[src/rtl/regfile_sb.sv]
// Parametrised register file with write-to-read bypass, per-register busy
// scoreboard and a sequenced bulk-clear engine for the pipelined datapath.
module regfile_sb #(
  parameter int DATA_WIDTH = 32,
  parameter int ADDR_WIDTH = 5,
  parameter int ZERO_REG   = 1
) (
  input  logic                  clk,
  input  logic                  reset,
  input  logic [ADDR_WIDTH-1:0] rd_addr1,
  input  logic [ADDR_WIDTH-1:0] rd_addr2,
  output logic [DATA_WIDTH-1:0] rd_data1,
  output logic [DATA_WIDTH-1:0] rd_data2,
  output logic                  busy1,
  output logic                  busy2,
  input  logic                  wr_en,
  input  logic [ADDR_WIDTH-1:0] wr_addr,
  input  logic [DATA_WIDTH-1:0] wr_data,
  input  logic                  rsv_en,
  input  logic [ADDR_WIDTH-1:0] rsv_addr,
  input  logic                  clr_req,
  output logic                  clr_busy,
  output logic                  clr_done
);

  localparam int                    DEPTH     = 2 ** ADDR_WIDTH;
  localparam logic [ADDR_WIDTH-1:0] LAST_ADDR = {ADDR_WIDTH{1'b1}};
  localparam bit                    HAS_ZERO  = (ZERO_REG != 0);

  typedef enum logic [1:0] {
    IDLE  = 2'd0,
    CLEAR = 2'd1,
    DONE  = 2'd2
  } state_t;

  state_t                  state;
  logic [ADDR_WIDTH-1:0]   cnt;
  logic [DATA_WIDTH-1:0]   mem [DEPTH];
  logic [DEPTH-1:0]        busy;

  logic idle;
  logic wr_ok;
  logic rsv_ok;

  function automatic logic is_zero(input logic [ADDR_WIDTH-1:0] a);
    return HAS_ZERO && (a == '0);
  endfunction

  assign idle   = (state == IDLE);
  assign wr_ok  = idle && wr_en  && !is_zero(wr_addr);
  assign rsv_ok = idle && rsv_en && !is_zero(rsv_addr);

  // Bypass only while IDLE: during a clear the incoming write is dropped,
  // so forwarding it would show a value that never lands.
  // NOTE: every output of a combinational block gets a default first, so no
  // path through the if-chain can leave it unassigned and infer a latch.
  always_comb begin
    rd_data1 = mem[rd_addr1];
    busy1    = busy[rd_addr1];
    if (is_zero(rd_addr1)) begin
      rd_data1 = '0;
      busy1    = 1'b0;
    end else if (idle && wr_en && (wr_addr == rd_addr1)) begin
      rd_data1 = wr_data;
      busy1    = 1'b0;
    end
  end

  always_comb begin
    rd_data2 = mem[rd_addr2];
    busy2    = busy[rd_addr2];
    if (is_zero(rd_addr2)) begin
      rd_data2 = '0;
      busy2    = 1'b0;
    end else if (idle && wr_en && (wr_addr == rd_addr2)) begin
      rd_data2 = wr_data;
      busy2    = 1'b0;
    end
  end

  // NOTE: the storage array is reset along with the control state because
  // an asynchronous reset must return every register to zero immediately;
  // this makes it a flop array rather than an inferred RAM.
  // NOTE: sequential state uses non-blocking assignments only, so the later
  // reserve update to the same busy bit cleanly overrides the write's clear.
  always_ff @(posedge clk or posedge reset) begin
    if (reset) begin
      state <= IDLE;
      cnt   <= '0;
      busy  <= '0;
      for (int i = 0; i < DEPTH; i++) begin
        mem[i] <= '0;
      end
    end else begin
      unique case (state)
        IDLE: begin
          if (wr_ok) begin
            mem[wr_addr]  <= wr_data;
            busy[wr_addr] <= 1'b0;
          end
          if (rsv_ok) begin
            busy[rsv_addr] <= 1'b1;
          end
          if (clr_req) begin
            state <= CLEAR;
            cnt   <= '0;
          end
        end
        CLEAR: begin
          mem[cnt]  <= '0;
          busy[cnt] <= 1'b0;
          // Hold the counter at the last address instead of wrapping.
          if (cnt == LAST_ADDR) begin
            state <= DONE;
          end else begin
            cnt <= cnt + 1'b1;
          end
        end
        DONE: begin
          state <= IDLE;
        end
        default: begin
          state <= IDLE;
        end
      endcase
    end
  end

  assign clr_busy = (state == CLEAR);
  assign clr_done = (state == DONE);

endmodule

[config.mk]
export PLATFORM = sky130hd
export DESIGN_NAME = regfile_sb
export DESIGN_NICKNAME = d
export VERILOG_FILES = /design/src/rtl/regfile_sb.sv
export SDC_FILE = /design/constraint.sdc
export NUM_CORES = 2
export LEC_CHECK = 0
export BUFFER_PORTS_ARGS = -buffer_cell sky130_fd_sc_hd__buf_2
export CAP_MARGIN = 20
export CORE_AREA = 2 2 337 339
export CTS_CLUSTER_DIAMETER = 150
export DETAILED_ROUTE_END_ITERATION = 16
export DIE_AREA = 0 0 339 341
export PLACE_DENSITY = 0.7
export SYNTH_ARGS = -nofsm -noshare
export SYNTH_HDL_FRONTEND = slang
export SYNTH_SLANG_ARGS = --single-unit
[constraint.sdc]
create_clock -name clk -period 41.3 [get_ports clk]
set_input_delay 6.195 -clock clk [delete_from_list [all_inputs] [get_ports clk]]
set_output_delay 6.195 -clock clk [all_outputs]
set_load 0.05 [all_outputs]
Word level (Yosys, flattened, before mapping)
Cells that the tools add are included.
- output and inout port bits: 68
- input bits: 57
- register bits: 1063
- word-level logic and storage cells: 133
- equality and inequality tests: 9
- $add $sub $neg: 1
- bitwise gates (word level): 11
- mux-type cells: 41
- reduce and logical (&&, ||, !) cells: 22
- order comparisons: 14
- operators with widths (kind ; number):
    case mux 1024 bit (2 select lines) ; 1
    bitwise AND 1024 bit ; 1
    bitwise mux 1024 bit ; 1
    two-way mux 1024 bit ; 1
    NOT 1024 bit ; 1
    two-way mux 32 bit ; 13
    binary-select mux 32 bit (select 5 bit) ; 2
    demux 32 bit (select 5 bit) ; 2
    bitwise AND 32 bit ; 2
    NOT 32 bit ; 2
    case mux 32 bit (2 select lines) ; 1
    bitwise OR 32 bit ; 1
    less-than comparator 5 x 6 -> 1 bit, second input constant ; 5
    >= comparator 6 bit, second input constant ; 4
    NOT 5 -> 6 bit ; 4
    zero test 5 bit ; 4
    demux 1 bit (select 5 bit) ; 3
    >= comparator 5 x 1 -> 1 bit, second input constant ; 3
    less-than comparator 6 x 1 -> 1 bit, second input constant ; 2
    logical AND 1 bit ; 11
    binary-select mux 1 bit (select 5 bit) ; 2
    == test 5 bit ; 2
    two-way mux 5 bit ; 2
    case mux 5 bit (2 select lines) ; 1
    14 further kinds ; 27

Logic depth before layout (Yosys ltp)
- word-level depth: 11
- mapped depth: 10
- mapped depth without buffers: 9

Least setup slack after synthesis
No wires, ideal clock.
- path type: input -> output
- start point: input rd_addr2[0]
- end point: output rd_data2[11]
- setup slack: 26210 ps
- required time: 35105 ps
- buffers on the path: 5
- arrival: 8895 ps
- stages: 9
- cell sequence: clkbuf_1 > buf_4 > buf_4 > buf_4 > buf_2 > mux2i_1 > a221oi_1 > a221oi_1 > o31ai_1
- longest elaborated chain between the ends: 6
- elaborated cells on any way between the ends: 9
- classes of those cells: eq/ne: 1; mux: 5; bitwise: 1; reduce/logical: 2
- RTL lines (what ; RTL line ; source):
    start, declared ; 11 ; input logic [ADDR_WIDTH-1:0] rd_addr2,
    NOT 5 -> 6 bit (not written as such) ; 70 ; rd_data2 = mem[rd_addr2];
    binary-select mux 32 bit (select 5 bit) ; 70 ;
    two-way mux 32 bit (not written as such) (2 in series) ; 70 ;
    two-way mux 32 bit ; 75 ; end else if (idle && wr_en && (wr_addr == rd_addr2)) begin
    two-way mux 32 bit (*) ; 72 ; if (is_zero(rd_addr2)) begin
    end, declared ; 13 ; output logic [DATA_WIDTH-1:0] rd_data2,
Every way passes the cells marked *; elsewhere a longest branch is shown, timed or not. The select of a mux whose other input is x is not followed.

Worst setup path after layout
- start point: input rd_addr1[1]
- end point: output rd_data1[22]
- longest elaborated chain between the ends: 6
- elaborated cells on any way between the ends: 9
- classes of those cells: eq/ne: 1; mux: 5; bitwise: 1; reduce/logical: 2
- RTL lines (what ; RTL line ; source):
    start, declared ; 10 ; input logic [ADDR_WIDTH-1:0] rd_addr1,
    NOT 5 -> 6 bit (not written as such) ; 58 ; rd_data1 = mem[rd_addr1];
    binary-select mux 32 bit (select 5 bit) ; 58 ;
    two-way mux 32 bit (not written as such) (2 in series) ; 58 ;
    two-way mux 32 bit ; 63 ; end else if (idle && wr_en && (wr_addr == rd_addr1)) begin
    two-way mux 32 bit (*) ; 60 ; if (is_zero(rd_addr1)) begin
    end, declared ; 12 ; output logic [DATA_WIDTH-1:0] rd_data1,
Marks and branches as above.

==> impl_results.md <==
- Final setup fails: 0
- Initial DRT Pass Iterations: 6
- Die Y: 341 microns
- Combinational Power Share: 17.9%
- Final period util: 41.3%
- Initial antenna violation count: 13
- Die area: 116000 sq um
- Hold_buf cts: 0
- Busiest grt layer: met2
- Die W: 339 microns
- Async SR Flop Fraction: 100%
- Final count of hold timing violations: 0
- Overall Power: 2.73 mW
- Nets@finish: 4006
- Register area share after synthesis: 47.8%
- Crit path max fanout: 44
- Commonest non-fill, non-tap cells in the layout: dfrtp_1 (1063), a22o_1 (1018), mux4_2 (457)
- Layout cells sized above 1: 24.6%
- Fmax: 0.0586 GHz
- DR WL/cell: 39.5 microns
- PD cells: 44.2 nW/um^2
- Worst-case clock buffer depth: 3
- Sequential power share: 42.2%
- Clk slew on worst S/H paths: 0.06 ns
- Gr ovfl total: 0
- Post-DP Area: 57500 sq um
- Worst EP required: 35.10 ns
- Total Wirelength: 219 mm
- Synthesized area: 55600 sq um
- Fin. max-slew vios: 0
- Core outline area: 112000 sq um
- Resize count post-CTS: 0
- Num rows: 123
- CTS Root Cell: clkbuf_16
- Cell area after layout: 61600 sq um
- Syn_nets: 4185
- Static Leakage: 27.2 nW
- Cts bufs inserted: 111
- HPWL Detailed: 121 mm
- Psw: 0.833 mW
- EDFF count, synth: 0
- Initial drt markers: 7258
- Vias per cell: 7.97
- Peak supply drop: 37.6 uV
- Max cap viols: 0
- Slew @ Worst Pin: 1.23 ns
- Vias in the first global route: 44000
- Mean Syn Cell Area: 13.5 sq um
- Pin count of the biggest net entering global routing: 182
- Worst Skew: 0.0323 ns
- Synth Warn #: 0
- Critical setup path kind: input port to primary output
- Cells after Synth: 4123
- GR Util All Layers: 37.5%
- Routed Antenna Nets: 0
- Final setup TNS: 0 ns
- RSZ-0062 raised after global routing: false
- Synth-to-Final Area Change: 10.8%
- H-tree depth: 3
- GRT met2 Usage: 51.5%
- WP data arrival: 10.87 ns
- PortBufs: 124
- Clk pwr share: 39.9%
- Final GP Congestion: 0.889
- M3 GR Usage: 17.3%
- Via Count: 44200
- Power Internal: 1.89 mW
- Met1 capacity usage during global routing: 48.9%
- TritonCTS clock tree: done
- Post-synth top area share: 47.8%
- # Post-CTS Setup Buffers: 0
- Netlist cell types: 66
- Switching Fraction: 30.6%
- Initial Util: 49.7%
- DRC viols: 0
- CP Capture Type: primary output
- Yosys reg bits: 1063
- Global-route wire length before repair: 316 mm
- Top_reg_cell synth: dfrtp_1
- Synth top area cells: dfrtp_1 (48%), mux4_2 (19%), a22o_1 (16%)
- CP Launch Type: input port
- Final min period: 17.06 ns
- # IOs: 125
- Worst skew pair latency: 0.72 ns
- Commonest non-fill, non-tap cell in the layout: dfrtp_1
- CTS Sinks: 1063
- Hold WC Path Type: flip-flop to flip-flop
- Yosys top cell by area: dfrtp_1
- Outcome: complete, no violations
- Slew Limit Headroom: 17.6%
-- registers in the layout, indices dropped and copies added (netlist names) --
| name | cells |
|---|---|
| state | 2 |
| mem | 1024 |
| busy | 32 |
| cnt | 5 |
-- synthesized netlist by cell type (all sizes together), types with 15 or more instances --
| library cell | instances |
|---|---|
| a211oi | 52 |
| buf | 157 |
| nor2b | 50 |
| o22ai | 28 |
| a211o | 17 |
| a221oi | 51 |
| a22o | 1018 |
| mux2i | 202 |
| nor2 | 75 |
| nand3 | 18 |
| o21ai | 49 |
| a221o | 32 |
| and2 | 48 |
| clkbuf | 389 |
| dfrtp | 1063 |
| nand2 | 32 |
| mux4 | 457 |
| a21oi | 79 |
| a22oi | 54 |
| nor3b | 15 |
| nor3 | 28 |
| nand2b | 34 |
-- per-layer routing --
metal  routed length [microns]  vias to the layer above  part of all wire [%]
met4                     14700                       14                   6.7
met5                       122                        -                 0.056
li1                          -                    16300                     -
met2                     90500                     4100                    41
met3                     36000                      927                    16
met1                     77900                    22900                    36
-- path summary, 6_finish.rpt --
check / from / cells after the start / slack, ns / to
max: rd_addr1[1] / 11 / 24.24 / rd_data1[22]
min: mem[1006] / 1 / 0.51 / mem[1006]
max reg2reg: state[0] / 7 / 37.27 / mem[360]
min reg2reg: mem[1006] / 1 / 0.51 / mem[1006]
min in group asynchronous: reset / 2 / 5.65 / mem[721]
max in group asynchronous: reset / 5 / 32.53 / mem[389]
-- critical path, cell delays in order --
cell and delay (ns):
buf_8 0.32, buf_4 0.63, buf_4 0.68, buf_4 0.72, nor2_4 0.07, buf_4 0.37
and2_1 0.26, nor3_2 0.14, buf_4 0.50, a221o_1 0.47, buf_2 0.34
-- per-stage QoR --
stage / hold slack (ns) / utilization, % / instances / worst slack, ns
2_1_floorplan: 0.461 / - / 4123 / 5.18
3_3_place_gp: 0.483 / 51.4 / 5326 / 24.58
3_5_place_dp: 0.493 / 51.4 / 5326 / 24.51
4_1_cts: 0.511 / 55.0 / 5531 / 24.49
5_1_grt: 0.529 / 55.0 / 5542 / 24.29
6_report: 0.513 / 55.1 / 5549 / 24.24
-- layout make-up --
cell class              instances  area, sq um
fillers                      8990        50300
multi-input cells            2504        27300
repair buffers                254         1760
well taps                    1500         1880
flip-flops and latches       1063        26600
inverters                      10         45.0
clock inverters                40          584
diodes                         13         32.5
clock buffers                 165         3370
-- logic make-up (layout without fill, tap and decap cells) --
group	count (synthesis)	in the layout	share of synthesized area [%]
adders and majority gates	5	5	0.112
buffers and inverters	556	469	4.04
xor gates and xnor gates	11	11	0.173
and+or+nand+nor	343	343	3.47
other	0	13	0
muxes	672	672	22.4
AOI/OAI and AO/OA	1473	1473	22.0
DFF	1063	1063	47.8
-- power groups by stage --
| stage | clock network, mW | logic (mW) | registers [mW] |
|---|---|---|---|
| 2_1_floorplan | 0 | 0.298 | 1.15 |
| 3_3_place_gp | 0 | 0.462 | 1.16 |
| 3_5_place_dp | 0 | 0.468 | 1.16 |
| 4_1_cts | 1.09 | 0.469 | 1.15 |
| 5_1_grt | 1.13 | 0.499 | 1.15 |
| 6_report | 1.09 | 0.489 | 1.15 |
Note: power is estimated with default switching activity, not from simulation.
